--- config.mk ---
export PLATFORM = sky130hd
export DESIGN_NAME = vga_draw_arbiter
export DESIGN_NICKNAME = d
export VERILOG_FILES = /design/src/rtl/vga_draw_arbiter.sv
export SDC_FILE = /design/constraint.sdc
export NUM_CORES = 1
export LEC_CHECK = 0
export ABC_AREA = 1
export ABC_CLOCK_PERIOD_IN_PS = 3200
export CORE_UTILIZATION = 29
export CTS_CLUSTER_SIZE = 16
export DETAILED_ROUTE_END_ITERATION = 6
export PLACE_DENSITY = 0.87
export RECOVER_POWER = 50
export SKIP_CTS_REPAIR_TIMING = 1
export SYNTH_ARGS = -nofsm -noshare
export SYNTH_HDL_FRONTEND = slang
export SYNTH_SLANG_ARGS = --single-unit
export TNS_END_PERCENT = 1
--- constraint.sdc ---
create_clock -name clk -period 3.2 [get_ports clk]
set_clock_uncertainty 0.2 [all_clocks]
set_input_delay 0.64 -clock clk [delete_from_list [all_inputs] [get_ports clk]]
set_output_delay 0.64 -clock clk [all_outputs]
set_load 0.1 [all_outputs]
--- src/rtl/vga_draw_arbiter.sv ---
// Job-level arbiter sharing the VGA adapter pixel port among start/done drawing engines.
// Define VGA_ARB_ROUND_ROBIN_EN for round-robin arbitration; otherwise the lowest index wins.
module vga_draw_arbiter #(
  parameter int NUM_REQ = 3
) (
  input  logic                 clk,
  input  logic                 rst_n,
  input  logic [NUM_REQ-1:0]   req,
  output logic [NUM_REQ-1:0]   gnt,
  output logic [NUM_REQ-1:0]   eng_start,
  input  logic [NUM_REQ-1:0]   eng_done,
  input  logic [NUM_REQ*8-1:0] eng_x,
  input  logic [NUM_REQ*7-1:0] eng_y,
  input  logic [NUM_REQ*3-1:0] eng_colour,
  input  logic [NUM_REQ-1:0]   eng_plot,
  output logic [7:0]           vga_x,
  output logic [6:0]           vga_y,
  output logic [2:0]           vga_colour,
  output logic                 vga_plot,
  output logic                 busy,
  output logic                 job_done
);

  localparam int IDX_W = (NUM_REQ > 1) ? $clog2(NUM_REQ) : 1;

  typedef enum logic [1:0] {IDLE, RUN, RELEASE} state_t;

  state_t           state_reg, state_next;
  logic [IDX_W-1:0] win_reg, win_next;
  logic [IDX_W-1:0] pick;
  logic             job_end;

  logic [7:0] x_arr      [NUM_REQ];
  logic [6:0] y_arr      [NUM_REQ];
  logic [2:0] colour_arr [NUM_REQ];

  genvar gi;
  generate
    for (gi = 0; gi < NUM_REQ; gi++) begin : g_slice
      assign x_arr[gi]      = eng_x[8*gi +: 8];
      assign y_arr[gi]      = eng_y[7*gi +: 7];
      assign colour_arr[gi] = eng_colour[3*gi +: 3];
    end
  endgenerate

  assign job_end = (state_reg == RUN) && eng_done[win_reg];

`ifdef VGA_ARB_ROUND_ROBIN_EN
  logic [IDX_W-1:0] ptr_reg, ptr_next;

  // Search starts at the pointer and wraps modulo NUM_REQ.
  always_comb begin
    logic             found;
    logic [IDX_W:0]   idx;
    pick  = '0;
    found = 1'b0;
    idx   = '0;
    for (int k = 0; k < NUM_REQ; k++) begin
      idx = {1'b0, ptr_reg} + (IDX_W+1)'(k);
      if (idx >= (IDX_W+1)'(NUM_REQ)) begin
        idx = idx - (IDX_W+1)'(NUM_REQ);
      end
      if (!found && req[idx]) begin
        found = 1'b1;
        pick  = idx[IDX_W-1:0];
      end
    end
  end

  always_comb begin
    ptr_next = ptr_reg;
    if (job_end) begin
      ptr_next = (win_reg == IDX_W'(NUM_REQ-1)) ? '0 : win_reg + 1'b1;
    end
  end

  always_ff @(posedge clk) begin
    if (!rst_n) begin
      ptr_reg <= '0;
    end else begin
      ptr_reg <= ptr_next;
    end
  end
`else
  always_comb begin
    pick = '0;
    for (int k = NUM_REQ-1; k >= 0; k--) begin
      if (req[k]) begin
        pick = IDX_W'(k);
      end
    end
  end
`endif

  always_ff @(posedge clk) begin
    if (!rst_n) begin
      state_reg <= IDLE;
      win_reg   <= '0;
    end else begin
      state_reg <= state_next;
      win_reg   <= win_next;
    end
  end

  always_comb begin
    state_next = state_reg;
    win_next   = win_reg;
    case (state_reg)
      IDLE: begin
        if (|req) begin
          state_next = RUN;
          win_next   = pick;
        end
      end
      RUN: begin
        if (job_end) begin
          state_next = RELEASE;
        end
      end
      RELEASE: state_next = IDLE;
      default: state_next = IDLE;
    endcase
  end

  // Grant, start and the pixel path are decoded from the registered state and winner.
  always_comb begin
    gnt        = '0;
    vga_x      = '0;
    vga_y      = '0;
    vga_colour = '0;
    vga_plot   = 1'b0;
    if (state_reg == RUN) begin
      gnt[win_reg] = 1'b1;
      vga_x        = x_arr[win_reg];
      vga_y        = y_arr[win_reg];
      vga_colour   = colour_arr[win_reg];
      vga_plot     = eng_plot[win_reg];
    end
  end

  assign eng_start = gnt;
  assign busy      = (state_reg != IDLE);
  assign job_done  = (state_reg == RELEASE);

endmodule

## After elaboration in Yosys (flattened, before gate mapping)

Cells that the tools add are included.

- Order comparisons: 3
- Equality and inequality tests: 4
- Mux-type cells: 26
- Bitwise operators: 1
- Reduce and logical (&&, ||, !) cells: 7

Operators by type and width:

| operator | count |
|---|---|
| $mux 8 | 3 |
| $mux 7 | 3 |
| $bmux 8 s2 | 1 |
| $bmux 7 s2 | 1 |
| $mux 3 | 4 |
| $mux 2 | 5 |
| $bmux 3 s2 | 1 |
| $bmux 1 s2 | 2 |
| $mux 1 | 4 |
| $ne 2x2->1 const B | 2 |
| $pmux 2 s2 | 1 |
| $reduce_and 2->1 | 2 |
| $ge 3x3->1 const B | 1 |
| $lt 2x3->1 const B | 1 |
| $not 2->3 | 1 |
| $reduce_or 3->1 | 1 |
| $demux 1 s2 | 1 |
| $eq 2x1->1 const B | 1 |
| $eq 2x2->1 const B | 1 |
| $ge 2x1->1 const B | 1 |
| $logic_and 1x1->1 | 2 |
| $logic_not 2->1 | 1 |
| $reduce_bool 2->1 | 1 |

- Register bits: 4
- Input port bits: 65
- Output and inout port bits: 27
- Logic and storage cells: 43

## Logic depth before layout (Yosys ltp)

- Depth in word-level cells: 5
- Depth in mapped cells: 8
- Gate-level depth less buffers: 7

## Least setup slack after synthesis

Ideal clock, no wire load.

- Path type: flip-flop to output port
- From: register win_reg[1]
- To: output port gnt[2]
- Arrival time: 3.219 ns
- Data required time: 2.360 ns
- Slack: -0.859 ns
- Stages on the path, launching flop included: 4
- Path buffers: 1
- Cells stage by stage: dfxtp_1 > inv_2 > nor3_1 > buf_4

- Longest elaborated chain between the ends: 5
- Elaborated cells on any way between the ends: 6
- Classes of those cells: order compare: 2; mux: 3; reduce/logical: 1

Ends and longest elaborated chain:

| item | line | text |
|---|---|---|
| start: declaration | 29 | `logic [IDX_W-1:0] win_reg, win_next;` |
| start signal: assignment | 101 | `win_reg <= win_next;` |
| $lt 2x3->1 (implied by the code) or $ge 2x1->1 (tied branches) | 133 | `gnt[win_reg] = 1'b1;` |
| $logic_and 1x1->1 (implied by the code) | 133 |  |
| $mux 1 (implied by the code) | 133 |  |
| $demux 1 s2 (*) | 133 |  |
| $mux 3 (*) | 132 | `if (state_reg == RUN) begin` |
| end: declaration | 9 | `output logic [NUM_REQ-1:0] gnt,` |

Every way passes the cells marked *; elsewhere a longest branch is shown, timed or not.

## Worst setup path after layout

- From: register state_reg[1]
- To: output port gnt[0]

- Longest elaborated chain between the ends: 2

Ends and longest elaborated chain:

| item | line | text |
|---|---|---|
| start: declaration | 28 | `state_t state_reg, state_next;` |
| start signal: assignment | 100 | `state_reg <= state_next;` |
| $eq 2x1->1 | 132 |  |
| $mux 3 | 132 |  |

Every way passes these cells.

==> impl_metrics.toml <==
[placement]
portBuffers = 91
dp_slack_ns = 0.720
gp_congestion = 0.755
place_area_um2 = 1820
dp_hpwl_mm = 2.33

[detailed_routing]
drc = 0
vias_per_cell = 4.49
drt-total-wl_mm = 2.80
detail_route.first_pass.iterations = 4
vias = 1258
antenna_left = 0
drt_iter0_markers = 28
routedWlPerCell_um = 9.98

[synth]
syn_area_um2 = 772
synth_flop_cell = "dfxtp_1"
synth.yosys.seq_area_share_pct = 10.4
async_reset_ff_share_pct = 0
synth_top_area_share_pct = 51.1
synth_area_leaders = "nand2_1 (51%), dfxtp_1 (10%), nand3_1 (9.7%)"
synthTopCellsByCount = "nand2_1 (105), inv_1 (18), nand3_1 (15)"
yosysUniqueCellTypes = 14
synth_seq_cells = 4
ys_warn_count = 0
synth.net_count = 230
netlist_instances = 165
synth_top_area_cell = "nand2_1"
yosysMostFrequentCell = "nand2_1"
avgSynthCellArea_um2 = 4.68
synth_edf_count = 0

[clocking]
cts_buffers = 3
cts_buffer_depth = 2
insertion_delay_ns = 0.24
cts_sinks = 4
cts_root_buffer = "clkbuf_4"
clk_pin_slew_worst_paths_ns = 0.04
tritoncts = "done"
cts.htree.levels = 1

[worst_setup_path]
reg2regPathDepth = 5
rr_endpoint = "state_reg[0]"
rrSetupSlack_ns = 1.69
reg2reg_from = "win_reg[1]"
crit_path_start_kind = "flop"
worstPathMaxFanout = 9
required_ns = 2.36
arrival_ns = 2.07
path_class = "reg -> out"
worstSetupEndpointType = "output port"

[finish]
fin_area_um2 = 1800
nets = 317
drive_gt1_share_pct = 11.6
antenna_cells = 0
area_delta_synth_final_pct = 133
n_fill_cell = 228

[run_status]
status = "finished, final reports clean"

[grt]
grt_pass1_vias = 1044
grt-ovfl-total = 0
grt_max_degree = 21
grtUsageTotal_pct = 19.0
antenna_found_initial = 0
grt_pass1_wl_mm = 4.00

[floorplan]
io_pins = 92
die_h_um = 53.6
die_w_um = 53.6
start_util_pct = 30.9
design.core.area_um2 = 2500
row_count = 18
dieArea_um2 = 2870

[sta]
setup_violations = 0
slew_headroom_pct = 20.8
finalHoldViolCount = 0
max_freq_mhz = 344
worst_pin_slew_ns = 1.19
setup_ws_ns = 0.294
drv_slew = 0
fin_crit_ns = 2.91
rsz0062_at_grt = "false"
timing.final.crit_share_pct = 90.8

[power_and_ir_drop]
pwr-share-clk_pct = 7.2
vdd_drop_max_mv = 0.419
p_per_area_nw_per_um2 = 502
power.share.switching_pct = 60.8
p_seq_share_pct = 7.0
p_int_uw = 354
fin_total_pwr_uw = 902
p_switching_uw = 549
combPwrFrac_pct = 85.8
leakagePower_nw = 0.915

[min_path]
hold_start = "state_reg[1]"
hold_class = "reg -> reg"
whs_path_depth = 3
holdPathEnd = "win_reg[0]"

[flow_run]
cap_violations = 0
area by class of cell:
| cell class | instances | area, um2 | area share (%) |
|---|---|---|---|
| Multi-Input combinational cell | 131 | 537 | 29.8 |
| Timing Repair Buffer | 91 | 1040 | 58.0 |
| Tap cell | 30 | 37.5 | 2.09 |
| Sequential cell | 4 | 80.1 | 4.45 |
| Clock buffer | 3 | 22.5 | 1.25 |
| Inverter | 21 | 78.8 | 4.38 |
critical path, stage by stage (launching register included):
cell and delay, ns:
dfxtp_1 0.30, inv_1 0.06, nand2_1 0.13, nor3_1 0.74
clkbuf_2 0.59
cells by family (layout without fill, tap and decap cells):
logic type	count (synthesis)	count (layout)	synth area share, %
DFF	4	4	10.4
and+or+nand+nor	129	129	68.2
AOI/OAI and AO/OA	2	2	1.30
buffers and inverters	30	115	20.1
worst max-delay path by stage:
stage / startpoint / endpoint / slack, ns / depth (start not counted)
2_1_floorplan: win_reg[0] / gnt[1] / -0.81 / 4
3_3_place_gp: eng_y[4] / vga_y[4] / 0.77 / 6
3_5_place_dp: win_reg[0] / vga_y[5] / 0.72 / 6
4_1_cts: win_reg[0] / vga_y[5] / 0.46 / 6
5_1_grt: state_reg[1] / gnt[0] / 0.16 / 4
6_report: state_reg[1] / gnt[0] / 0.29 / 4
layer usage:
| layer | GRT usage (%) | vias to the layer above | share of wire, % |
|---|---|---|---|
| met5 | 0 | - | 0 |
| met4 | 8.33 | 0 | 2.1 |
| met3 | 4.24 | 7 | 12 |
| met2 | 38.5 | 65 | 53 |
| met1 | 17.5 | 527 | 33 |
| li1 | - | 659 | - |
power groups by stage:
stage	combinational, mW	sequential (mW)	clock [mW]
CTS	0.795	0.0635	0.0662
finish	0.774	0.0632	0.0651
detailed placement	0.794	0.0642	0
floorplan	0.514	0.0616	0
global route	0.812	0.0639	0.0663
global placement	0.790	0.0639	0
metrics by stage:
stage | cells | hold slack (ns) | util, % | setup TNS [ns]
final | 280 | 0.383 | 72.0 | 0
after global routing | 280 | 0.435 | 72.0 | 0
after CTS | 280 | 0.378 | 73.7 | 0
after detailed placement | 277 | 0.373 | 72.8 | 0
after global placement | 277 | 0.368 | 72.8 | 0
after floorplan | 165 | 0.333 | - | -3.30
cells in the final DEF (no fill, tap or decap):
| cell | synthesis | layout |
|---|---|---|
| inv_2 | 2 | 2 |
| dlygate4sd3_1 | 0 | 1 |
| buf_4 | 5 | 1 |
| dfxtp_1 | 4 | 4 |
| nand2_1 | 105 | 105 |
| clkbuf_4 | 0 | 4 |
| nor3_2 | 1 | 1 |
| nor3_1 | 2 | 2 |
| clkinv_1 | 1 | 1 |
| nor2_1 | 4 | 4 |
| buf_1 | 0 | 1 |
| buf_12 | 0 | 18 |
| inv_1 | 18 | 18 |
| a21oi_1 | 2 | 2 |
| clkdlybuf4s50_1 | 0 | 63 |
| nand3_1 | 15 | 15 |
| clkbuf_2 | 0 | 1 |
| clkbuf_1 | 0 | 5 |
| nor2_4 | 2 | 2 |
(Power assumes the default switching activity.)
